===== src/rtl/fac_pkg.sv =====
// Shared definitions for the cascading full-adder datapath primitive.
// Optional carry-in feature is controlled by the FAC_CARRY_IN_EN macro.
package fac_pkg;

    localparam int FAC_DEFAULT_WIDTH = 1;
    localparam int FAC_MAX_WIDTH     = 64;

    // Widest possible {carry, sum} record; the top declares a WIDTH-sized
    // copy of the same layout for its result register.
    typedef struct packed {
        logic                     carry;
        logic [FAC_MAX_WIDTH-1:0] sum;
    } fac_result_max_t;

endpackage : fac_pkg


===== src/rtl/fac_cell.sv =====
// 1-bit full-adder cell: the unit the ripple chain is built from.
module fac_cell (
    input  logic a,
    input  logic b,
    input  logic cin,
    output logic s,
    output logic cout
);

    logic p;

    // Propagate term shared by the sum and the carry-out.
    always_comb begin
        p    = a ^ b;
        s    = p ^ cin;
        cout = (a & b) | (cin & p);
    end

endmodule : fac_cell


===== src/rtl/full_adder_cascading.sv =====
// Registered ripple-carry adder built from WIDTH cascaded fac_cell instances.
// Define FAC_CARRY_IN_EN to add carry-in port Z; otherwise cell 0 carry-in is 0.
module full_adder_cascading
    import fac_pkg::*;
#(
    parameter int WIDTH = FAC_DEFAULT_WIDTH
) (
    input  logic             clk,
    input  logic             rst,
    input  logic             valid_in,
    input  logic [WIDTH-1:0] A,
    input  logic [WIDTH-1:0] B,
`ifdef FAC_CARRY_IN_EN
    input  logic             Z,
`endif
    output logic [WIDTH-1:0] S,
    output logic             C,
    output logic             valid_out
);

    typedef struct packed {
        logic             carry;
        logic [WIDTH-1:0] sum;
    } fac_result_t;

    logic [WIDTH:0]   carry_w;
    logic [WIDTH-1:0] sum_w;

    fac_result_t result_d, result_q;
    logic        valid_d,  valid_q;

`ifdef FAC_CARRY_IN_EN
    assign carry_w[0] = Z;
`else
    assign carry_w[0] = 1'b0;
`endif

    // Ripple chain: each cell's carry-out feeds the next cell's carry-in.
    for (genvar i = 0; i < WIDTH; i++) begin : g_cell
        fac_cell u_cell (
            .a    (A[i]),
            .b    (B[i]),
            .cin  (carry_w[i]),
            .s    (sum_w[i]),
            .cout (carry_w[i+1])
        );
    end

    // Load a new result on valid input, otherwise hold it; valid follows valid_in.
    always_comb begin
        // NOTE: defaults first so every path assigns every output -- no latch.
        result_d = result_q;
        valid_d  = 1'b0;
        if (valid_in) begin
            result_d.carry = carry_w[WIDTH];
            result_d.sum   = sum_w;
            valid_d        = 1'b1;
        end
    end

    // Output and valid registers; synchronous reset wins over valid_in.
    always_ff @(posedge clk) begin
        // NOTE: non-blocking assignments so all flops update from pre-edge values.
        if (rst) begin
            result_q <= '0;
            valid_q  <= 1'b0;
        end else begin
            result_q <= result_d;
            valid_q  <= valid_d;
        end
    end

    assign S         = result_q.sum;
    assign C         = result_q.carry;
    assign valid_out = valid_q;

endmodule : full_adder_cascading


===== config.mk =====
export PLATFORM = sky130hd
export DESIGN_NAME = full_adder_cascading
export DESIGN_NICKNAME = d
export VERILOG_FILES = /design/src/rtl/fac_pkg.sv /design/src/rtl/fac_cell.sv /design/src/rtl/full_adder_cascading.sv
export SDC_FILE = /design/constraint.sdc
export NUM_CORES = 1
export LEC_CHECK = 0
export CAP_MARGIN = 25
export CORE_AREA = 2 2 39 41
export CTS_BUF_LIST = sky130_fd_sc_hd__clkbuf_2 sky130_fd_sc_hd__clkbuf_4 sky130_fd_sc_hd__clkbuf_8
export DETAILED_ROUTE_END_ITERATION = 7
export DIE_AREA = 0 0 41 43
export SYNTH_ARGS = -nofsm -noshare
export SYNTH_HDL_FRONTEND = slang
export SYNTH_SLANG_ARGS = --single-unit

===== constraint.sdc =====
create_clock -name clk -period 1.27 [get_ports clk]
set_clock_uncertainty 0.2 [all_clocks]
set_input_delay 0.381 -clock clk [delete_from_list [all_inputs] [get_ports clk]]
set_output_delay 0.381 -clock clk [all_outputs]
set_load 0.02 [all_outputs]

==> run summary, run 1 <==
CP Capture Type: output port
via count: 103
routed wire length per instance: 7.833 um
die span in x: 41 um
Worst-Skew Late Latency: 0.23 ns
first-pass GRT wire length: 358 um
RSZ-0062 raised after global routing: true
Root Buffer: clkbuf_4
grt ovf: 0
Post-Syn Area: 106.4 um^2
Startpoint Class: register
CP max FO: 2
Final Setup Violations: 0
Ys Warns: 0
FILL cells: 159
total CTS buffers: 3
First-pass DRT Iterations: 2
DP Worst Slack: -0.3171 ns
IO Pins: 8
die area: 0.001763 mm^2
Final min period: 1.255 ns
Comb pwr share: 12.0%
commonest non-fill, non-tap cell in the layout: clkbuf_4
drc violations: 0
CP Launch Point: C$_SDFFE_PP0P_
outcome: completed
Critical Path Max Stage Delay: 0.33 ns
Diodes inserted: 0
slowest CP cell: dfxtp_2
Via density: 2.861
layout cells sized above 1: 50.00%
clock-pin transition on the worst setup and hold timing paths: 0.04 ns
area of the multi-input gates: 46.29 um^2
cts hold-fix bufs: 0
Net Sw Frac: 21.50%
Final period util: 98.83%
Synth cell types: 5
maximum VDD drop: 0.1449 mV
antenna viol nets, final: 0
sequential share of the synthesized area: 56.47%
Die Ht: 43 um
final setup margin: 0.01491 ns
Highest Clock Rate: 0.7968 GHz
worst hold slack: 0.2999 ns
Final GP Congestion: 0.4182
crit path buf inv count: 1
cell count after synthesis: 9
vias in the first global route: 104
syn nets: 15
TritonCTS clock tree: built
Internal: 264.1 uW
cell family with most CP delay: flip-flops
initial antenna violation count: 0
PD cells: 1438 mW/mm^2
sequential standard cell area: 63.81 um^2
H-Tree Level Count: 1
Synth Register Bits: 3
slew at the pin closest to its max-slew limit: 0.1820 ns
largest net degree at the start of global routing: 4
worst-path cell chain: buf_6
Sinks on Clock Net: 3
Final #Nets: 27
Core ar.: 0.001384 mm^2
Worst Hold Launch: valid_in
max_cap viols: 0
Synth area leader: dfxtp_1
Max clock buf depth: 2
syn_area_per_cell: 11.82 um^2
Post-Route WL: 282 um
area share of the largest cell type after synthesis: 56.47%
1st-iter DRT viols: 1
CP required: 0.69 ns
Slew Viols, Final: 0
Power Total: 336.4 uW
leakage: 0.1150 nW
critical path data arrival time: 0.67 ns
row cnt: 14
crit path kind: register to output port
post-layout util: 16.91%
FF-to-FF Start: S$_SDFFE_PP0P_
top cells by area, synth: dfxtp_1 56%, mux2i_1 19%, ha_1 12%
switching power: 72.31 uW
PortBufs: 7
Hold Crit Class: input port to register
total track usage: 3.607%
worst relative slew slack: 87.85%
commonest cells after routing, fill and taps aside: 4 x clkbuf_4, 3 x dfxtp_2, 3 x buf_6
Seq pwr share: 31.0%
power share of the clock group: 56.9%
final hold violations: 0
initial core utilization: 7.685%
Area Growth Syn to Fin: 120.0%
synth_stat cells:
| master | instances |
|---|---|
| dfxtp_1 | 3 |
| ha_1 | 1 |
| mux2i_1 | 2 |
| nor2_1 | 2 |
| nor2b_1 | 1 |
per-stage QoR:
step,cell area [um^2],cells,setup TNS (ns)
global placement,196.4,32,-1.238
CTS,224.0,36,-0.003667
detailed placement,196.4,32,-1.243
global route,234.0,36,-0.01858
floorplan,106.4,9,0
finish,234.0,36,0
final timing paths:
| path | end | slack [ns] | cells past startpoint |
|---|---|---|---|
| max | C | 0.01 | 1 |
| min | valid_out$_SDFF_PP0_ | 0.30 | 2 |
| max reg2reg | S$_SDFFE_PP0P_ | 0.45 | 2 |
| min reg2reg | C$_SDFFE_PP0P_ | 0.30 | 2 |
sequential cells by signal, indices dropped and copies added (netlist names):
signal and cells:
C 1, S 1, valid_out 1
power groups by stage:
stage	combinational [mW]	sequential (mW)	clock [mW]
global placement	0.0414	0.104	0
detailed placement	0.0417	0.104	0
finish	0.0404	0.104	0.192
CTS	0.0391	0.104	0.203
floorplan	0.00844	0.110	0
global route	0.0432	0.105	0.210
cells by family (layout without fill, tap and decap cells):
group / count (synthesis) / after routing / synth area share, %
buffers and inverters: 0 / 11 / 0
adders and majority gates: 1 / 1 / 11.76
DFF: 3 / 3 / 56.47
and+or+nand+nor: 3 / 3 / 12.95
muxes: 2 / 2 / 18.82
routing by layer:
layer / up-vias / GRT usage (%) / wire, um
met5: - / 0 / 0
met4: 0 / 6.000 / 0
met3: 0 / 1.571 / 24
met2: 6 / 5.000 / 137
met1: 45 / 2.556 / 119
li1: 52 / - / -
final cells by class:
cell class / instances / area share, %
timing repair buffer: 7 / 31.55
sequential: 3 / 27.27
multi-input combinational: 6 / 19.79
clock buffer: 4 / 12.83
tap: 16 / 8.556
timing repair:
item,4_1_cts,5_1_grt
endpoints found under the setup margin,4,4
gates resized for setup,20,4
pin swaps,2,0
buffers inserted,0,0
endpoints found under the hold margin,0,0
Note: power is estimated with default switching activity, not from simulation.
==> run 2, diff against run 1 <==
--- a/config.mk
+++ b/config.mk
@@ -7,9 +7,9 @@
 export LEC_CHECK = 0
 export CAP_MARGIN = 25
 export CORE_AREA = 2 2 39 41
-export CTS_BUF_LIST = sky130_fd_sc_hd__clkbuf_2 sky130_fd_sc_hd__clkbuf_4 sky130_fd_sc_hd__clkbuf_8
 export DETAILED_ROUTE_END_ITERATION = 7
 export DIE_AREA = 0 0 41 43
+export GPL_ROUTABILITY_DRIVEN = 0
 export SYNTH_ARGS = -nofsm -noshare
 export SYNTH_HDL_FRONTEND = slang
 export SYNTH_SLANG_ARGS = --single-unit
==> run 2 against run 1 <==
Net effect:
- first-iteration DRC count down 100%
- highest routed layer unchanged
- core utilization fell by 0.27 points
- power is 6.2% lower
- sequential power about the same
- final cell count unchanged
- clock-buffer cell count did not move
- flip-flop and latch count stayed put
- critical path depth did not move
- via count stayed put
- maximum frequency fell by 0.19%
- wire length fell by 1.4%
==> run summary, run 2 (synthesized netlist as in run 1, its figures left out) <==
outcome: completed
Fin Setup TNS: 0 ns (unchanged)
clock-pin transition on the worst setup and hold timing paths: 0.04 ns (about the same)
layout cells sized above 1: 45.00% (-5.0 points)
Final min period: 1.257 ns (+0.002393 ns)
die area: 0.001763 mm^2 (unchanged)
total track usage: 3.908% (+0.30 points)
Cell Count, Final, Fillers Out: 36 (unchanged)
commonest cells after routing, fill and taps aside: 3 x dfxtp_2, 3 x clkbuf_4, 3 x buf_6
1st-iter DRT viols: 0 (-1)
die span in x: 41 um (unchanged)
TritonCTS clock tree: built
worst relative slew slack: 87.97% (+0.12 points)
Area Growth Syn to Fin: 116.5%
RSZ-0062 raised after global routing: true
First-pass DRT Iterations: 1 (-1)
FILL cells: 159 (unchanged)
grt ovf: 0 (unchanged)
row cnt: 14 (unchanged)
critical path data arrival time: 0.68 ns (about the same)
reg2reg path depth: 2 (unchanged)
Via density: 2.861 (unchanged)
PortBufs: 7 (unchanged)
final setup margin: 0.01252 ns (-0.002393 ns)
Die Ht: 43 um (unchanged)
Sinks on Clock Net: 3 (unchanged)
initial core utilization: 7.685% (unchanged)
Hold Crit Class: input port to register
CP required: 0.69 ns (about the same)
cts hold-fix bufs: 0 (unchanged)
worst reg2reg setup slack: 0.45 ns (about the same)
routed wire length per instance: 7.722 um (-1.4%)
H-Tree Level Count: 1 (unchanged)
worst-path cell chain: buf_6
first-pass GRT wire length: 372 um (+3.9%)
Core ar.: 0.001384 mm^2 (unchanged)
slew at the pin closest to its max-slew limit: 0.1802 ns (-0.001785 ns)
cell family with most CP delay: flip-flops
vias in the first global route: 108 (+3.8%)
Final #Nets: 27 (unchanged)
fin area: 230.2 um^2 (-1.6%)
PD cells: 1371 mW/mm^2 (-4.7%)
Highest Clock Rate: 0.7952 GHz (-0.19%)
total CTS buffers: 3 (unchanged)
Diodes inserted: 0 (unchanged)
IO Pins: 8 (unchanged)
largest net degree at the start of global routing: 4 (unchanged)
Worst-Skew Late Latency: 0.23 ns (about the same)
Power Total: 315.6 uW (-6.2%)
antenna viol nets, final: 0 (unchanged)
worst hold stages: 2 (unchanged)
worst hold slack: 0.2958 ns (-0.004060 ns)
Hold Path Sink: valid_out$_SDFF_PP0_
crit path kind: register to output port
via count: 103 (unchanged)
RR Endpoint: S$_SDFFE_PP0P_
DP Worst Slack: -0.3171 ns (unchanged)
final hold violations: 0 (unchanged)
placed inst area: 196.4 um^2 (unchanged)
DP Cell Count: 32 (unchanged)
Max clock buf depth: 2 (unchanged)
Worst Hold Launch: valid_in
Post-Route WL: 278 um (-1.4%)
Root Buffer: clkbuf_4
CP max FO: 2 (unchanged)
post-layout util: 16.64% (-0.27 points)
CP Capture Type: output port
slowest CP cell: dfxtp_2
Slew Viols, Final: 0 (unchanged)
FF-to-FF Start: S$_SDFFE_PP0P_
Critical Path Max Stage Delay: 0.33 ns (about the same)
leakage: 0.1116 nW (-3.0%)
maximum VDD drop: 0.1372 mV (-5.3%)
Final period util: 99.01% (+0.19 points)
Startpoint Class: register
max_cap viols: 0 (unchanged)
Final Setup Violations: 0 (unchanged)
drc violations: 0 (unchanged)
initial antenna violation count: 0 (unchanged)
crit path buf inv count: 1 (unchanged)
run 2: cell count changes in the layout (fill, tap and decap cells not counted):
cell / change
clkbuf_4: -1
clkbuf_1: +1
run 2: layout make-up:
type,count,area (um^2),share of cell area [%]
Clock buffer,4,26.28,11.41
Multi-Input combinational cell,6,46.29,20.11
Sequential cell,3,63.81,27.72
Tap cell,16,20.02,8.696
Timing Repair Buffer,7,73.82,32.07
run 2: repair_timing:
item                                   4_1_cts  5_1_grt
setup buffers                                0        0
setup endpoints to repair                    4        4
cloned                                       0        0
endpoints found under the hold margin        0        0
resized for setup                           21        3
pin swaps                                    2        0
run 2: worst max path at each step:
stage	startpoint	to	slack (ns)	cells past startpoint
floorplan	A	S$_SDFFE_PP0P_	0.15	3
global placement	A	S$_SDFFE_PP0P_	-0.32	4
detailed placement	A	S$_SDFFE_PP0P_	-0.32	4
CTS	C$_SDFFE_PP0P_	C	-0.008	1
global route	C$_SDFFE_PP0P_	C	-0.02	1
finish	C$_SDFFE_PP0P_	C	0.01	1
run 2: layer usage:
| layer | share of wire, % | track usage (%) |
|---|---|---|
| met1 | 43 | 2.556 |
| met2 | 49 | 5.000 |
| met3 | 8.6 | 1.571 |
| met4 | 0 | 8.000 |
| met5 | 0 | 0 |
run 2: power by group:
part           total (mW)  internal (mW)  switching, mW  leakage (nW)
combinational      0.0403         0.0236         0.0167        0.0708
clock               0.171          0.118         0.0528        0.0150
sequential          0.104          0.101        0.00318        0.0258
==> run 3, diff against run 2 <==
--- a/config.mk
+++ b/config.mk
@@ -10,6 +10,7 @@
 export DETAILED_ROUTE_END_ITERATION = 7
 export DIE_AREA = 0 0 41 43
 export GPL_ROUTABILITY_DRIVEN = 0
+export PLACE_DENSITY_LB_ADDON = 0.12
 export SYNTH_ARGS = -nofsm -noshare
 export SYNTH_HDL_FRONTEND = slang
 export SYNTH_SLANG_ARGS = --single-unit
==> run 3 against run 2 <==
Net effect:
- critical endpoint is now S
- first-iteration DRC count is 2 higher
- largest power group unchanged
- setup slack better by 0.0018 ns
- maximum frequency is 0.14% higher
- die area stayed put
- critical path type unchanged
- cell area is 3.3% higher
- via count is 2.9% higher
- wire length is 2.2% lower
- global-route usage is 0.41 points higher
- largest cell class unchanged
- sequential share of layout area is 0.88 points lower
- power is 0.49% higher
==> run summary, run 3 (synthesized netlist as in run 1, its figures left out) <==
IO Pins: 8 (unchanged)
initial antenna violation count: 0 (unchanged)
final setup margin: 0.01433 ns (+0.001808 ns)
CP Capture Type: output port
H-Tree Level Count: 1 (unchanged)
first-pass GRT wire length: 386 um (+3.8%)
Via density: 2.865 (+0.13%)
Final min period: 1.256 ns (-0.001808 ns)
row cnt: 14 (unchanged)
largest net degree at the start of global routing: 4 (unchanged)
die span in x: 41 um (unchanged)
DP Cell Count: 32 (unchanged)
Final #Nets: 28 (+3.7%)
layout cells sized above 1: 47.62% (+2.6 points)
crit path kind: register to output port
Critical Path Max Stage Delay: 0.32 ns (about the same)
1st-iter DRT viols: 2 (+2)
die area: 0.001763 mm^2 (unchanged)
HPWL after DPL: 206 um
Hold Crit Class: input port to register
PD cells: 1334 mW/mm^2 (-2.7%)
Final Setup Violations: 0 (unchanged)
outcome: completed
grt ovf: 0 (unchanged)
Max clock buf depth: 2 (unchanged)
First-pass DRT Iterations: 2 (+1)
Core ar.: 0.001384 mm^2 (unchanged)
max_cap viols: 0 (unchanged)
area of the multi-input gates: 46.29 um^2 (unchanged)
TritonCTS clock tree: built
total track usage: 4.313% (+0.41 points)
Final period util: 98.87% (-0.14 points)
Area Growth Syn to Fin: 123.5%
Cell Count, Final, Fillers Out: 37 (+2.8%)
CP required: 0.69 ns (about the same)
clock-pin transition on the worst setup and hold timing paths: 0.04 ns (about the same)
slew at the pin closest to its max-slew limit: 0.1255 ns (-0.05474 ns)
Worst-Skew Late Latency: 0.24 ns (about the same)
initial core utilization: 7.685% (unchanged)
FILL cells: 153 (-3.8%)
Post-Route WL: 272 um (-2.2%)
final hold violations: 0 (unchanged)
Die Ht: 43 um (unchanged)
Highest Clock Rate: 0.7964 GHz (+0.14%)
crit path buf inv count: 1 (unchanged)
total CTS buffers: 3 (unchanged)
leakage: 0.1170 nW (+4.8%)
vias in the first global route: 104 (-3.7%)
Slew Viols, Final: 0 (unchanged)
Startpoint Class: register
routed wire length per instance: 7.351 um (-4.8%)
PortBufs: 7 (unchanged)
Sinks on Clock Net: 3 (unchanged)
commonest cells after routing, fill and taps aside: 3 x dfxtp_2, 3 x clkbuf_4, 3 x buf_6
worst relative slew slack: 91.40% (+3.4 points)
worst-path cell chain: buf_6
Diodes inserted: 0 (unchanged)
Root Buffer: clkbuf_4
via count: 106 (+2.9%)
antenna viol nets, final: 0 (unchanged)
critical path data arrival time: 0.67 ns (about the same)
RSZ-0062 raised after global routing: true
cell family with most CP delay: flip-flops
cts hold-fix bufs: 0 (unchanged)
drc violations: 0 (unchanged)
slowest CP cell: dfxtp_2
CP max FO: 2 (unchanged)
maximum VDD drop: 0.5125 mV (+270%)
sequential standard cell area: 63.81 um^2 (unchanged)
DP Worst Slack: -0.3066 ns (+0.01050 ns)
==> run 3: worst paths after layout <==
kind / from / endpoint / slack (ns) / cells past startpoint
setup / recovery: S$_SDFFE_PP0P_ / S / 0.01 / 1
hold / removal: valid_in / valid_out$_SDFF_PP0_ / 0.28 / 2
setup reg to reg: C$_SDFFE_PP0P_ / C$_SDFFE_PP0P_ / 0.35 / 3
hold reg to reg: S$_SDFFE_PP0P_ / S$_SDFFE_PP0P_ / 0.31 / 2
==> run 3: layer usage <==
metal / GRT usage, % / wire length (um) / up-vias
met4: 2.000 / 0 / 0
met3: 7.853 / 34 / 0
li1: - / - / 54
met2: 4.375 / 106 / 7
met1: 3.526 / 131 / 45
met5: 0 / 0 / -
==> run 3: layout make-up <==
| class | instances | area share [%] |
|---|---|---|
| Tap cell | 16 | 8.421 |
| Multi-Input combinational cell | 6 | 19.47 |
| Clock buffer | 4 | 11.05 |
| Timing Repair Buffer | 8 | 34.21 |
| Sequential cell | 3 | 26.84 |
==> run 3: metrics by stage <==
| stage | TNS, ns | hold WS, ns | area [um^2] | power, mW | utilization (%) |
|---|---|---|---|---|---|
| 6_report | 0 | 0.2836 | 237.7 | 0.3171 | 17.18 |
| 5_1_grt | -0.02067 | 0.2929 | 237.7 | 0.3405 | 17.18 |
| 4_1_cts | -0.001517 | 0.3132 | 222.7 | 0.3254 | 16.09 |
| 3_5_place_dp | -1.232 | 0.2959 | 196.4 | 0.1456 | 14.20 |
| 3_3_place_gp | -1.230 | 0.2799 | 196.4 | 0.1460 | 14.20 |
| 2_1_floorplan | 0 | 0.2526 | 106.4 | 0.1189 | - |
==> run 3: report_power, final <==
group / leakage [nW] / internal [mW] / total, mW / switching, mW
logic: 0.0762 / 0.0250 / 0.0414 / 0.0164
clock network: 0.0150 / 0.118 / 0.171 / 0.0535
registers: 0.0258 / 0.101 / 0.104 / 0.00302
==> run 3: repair_timing <==
item | in CTS | in global routing
gates resized for setup | 21 | 3
setup buffers | 0 | 1
pin swaps | 2 | 0
endpoints found under the setup margin | 4 | 5
gates cloned | 0 | 0
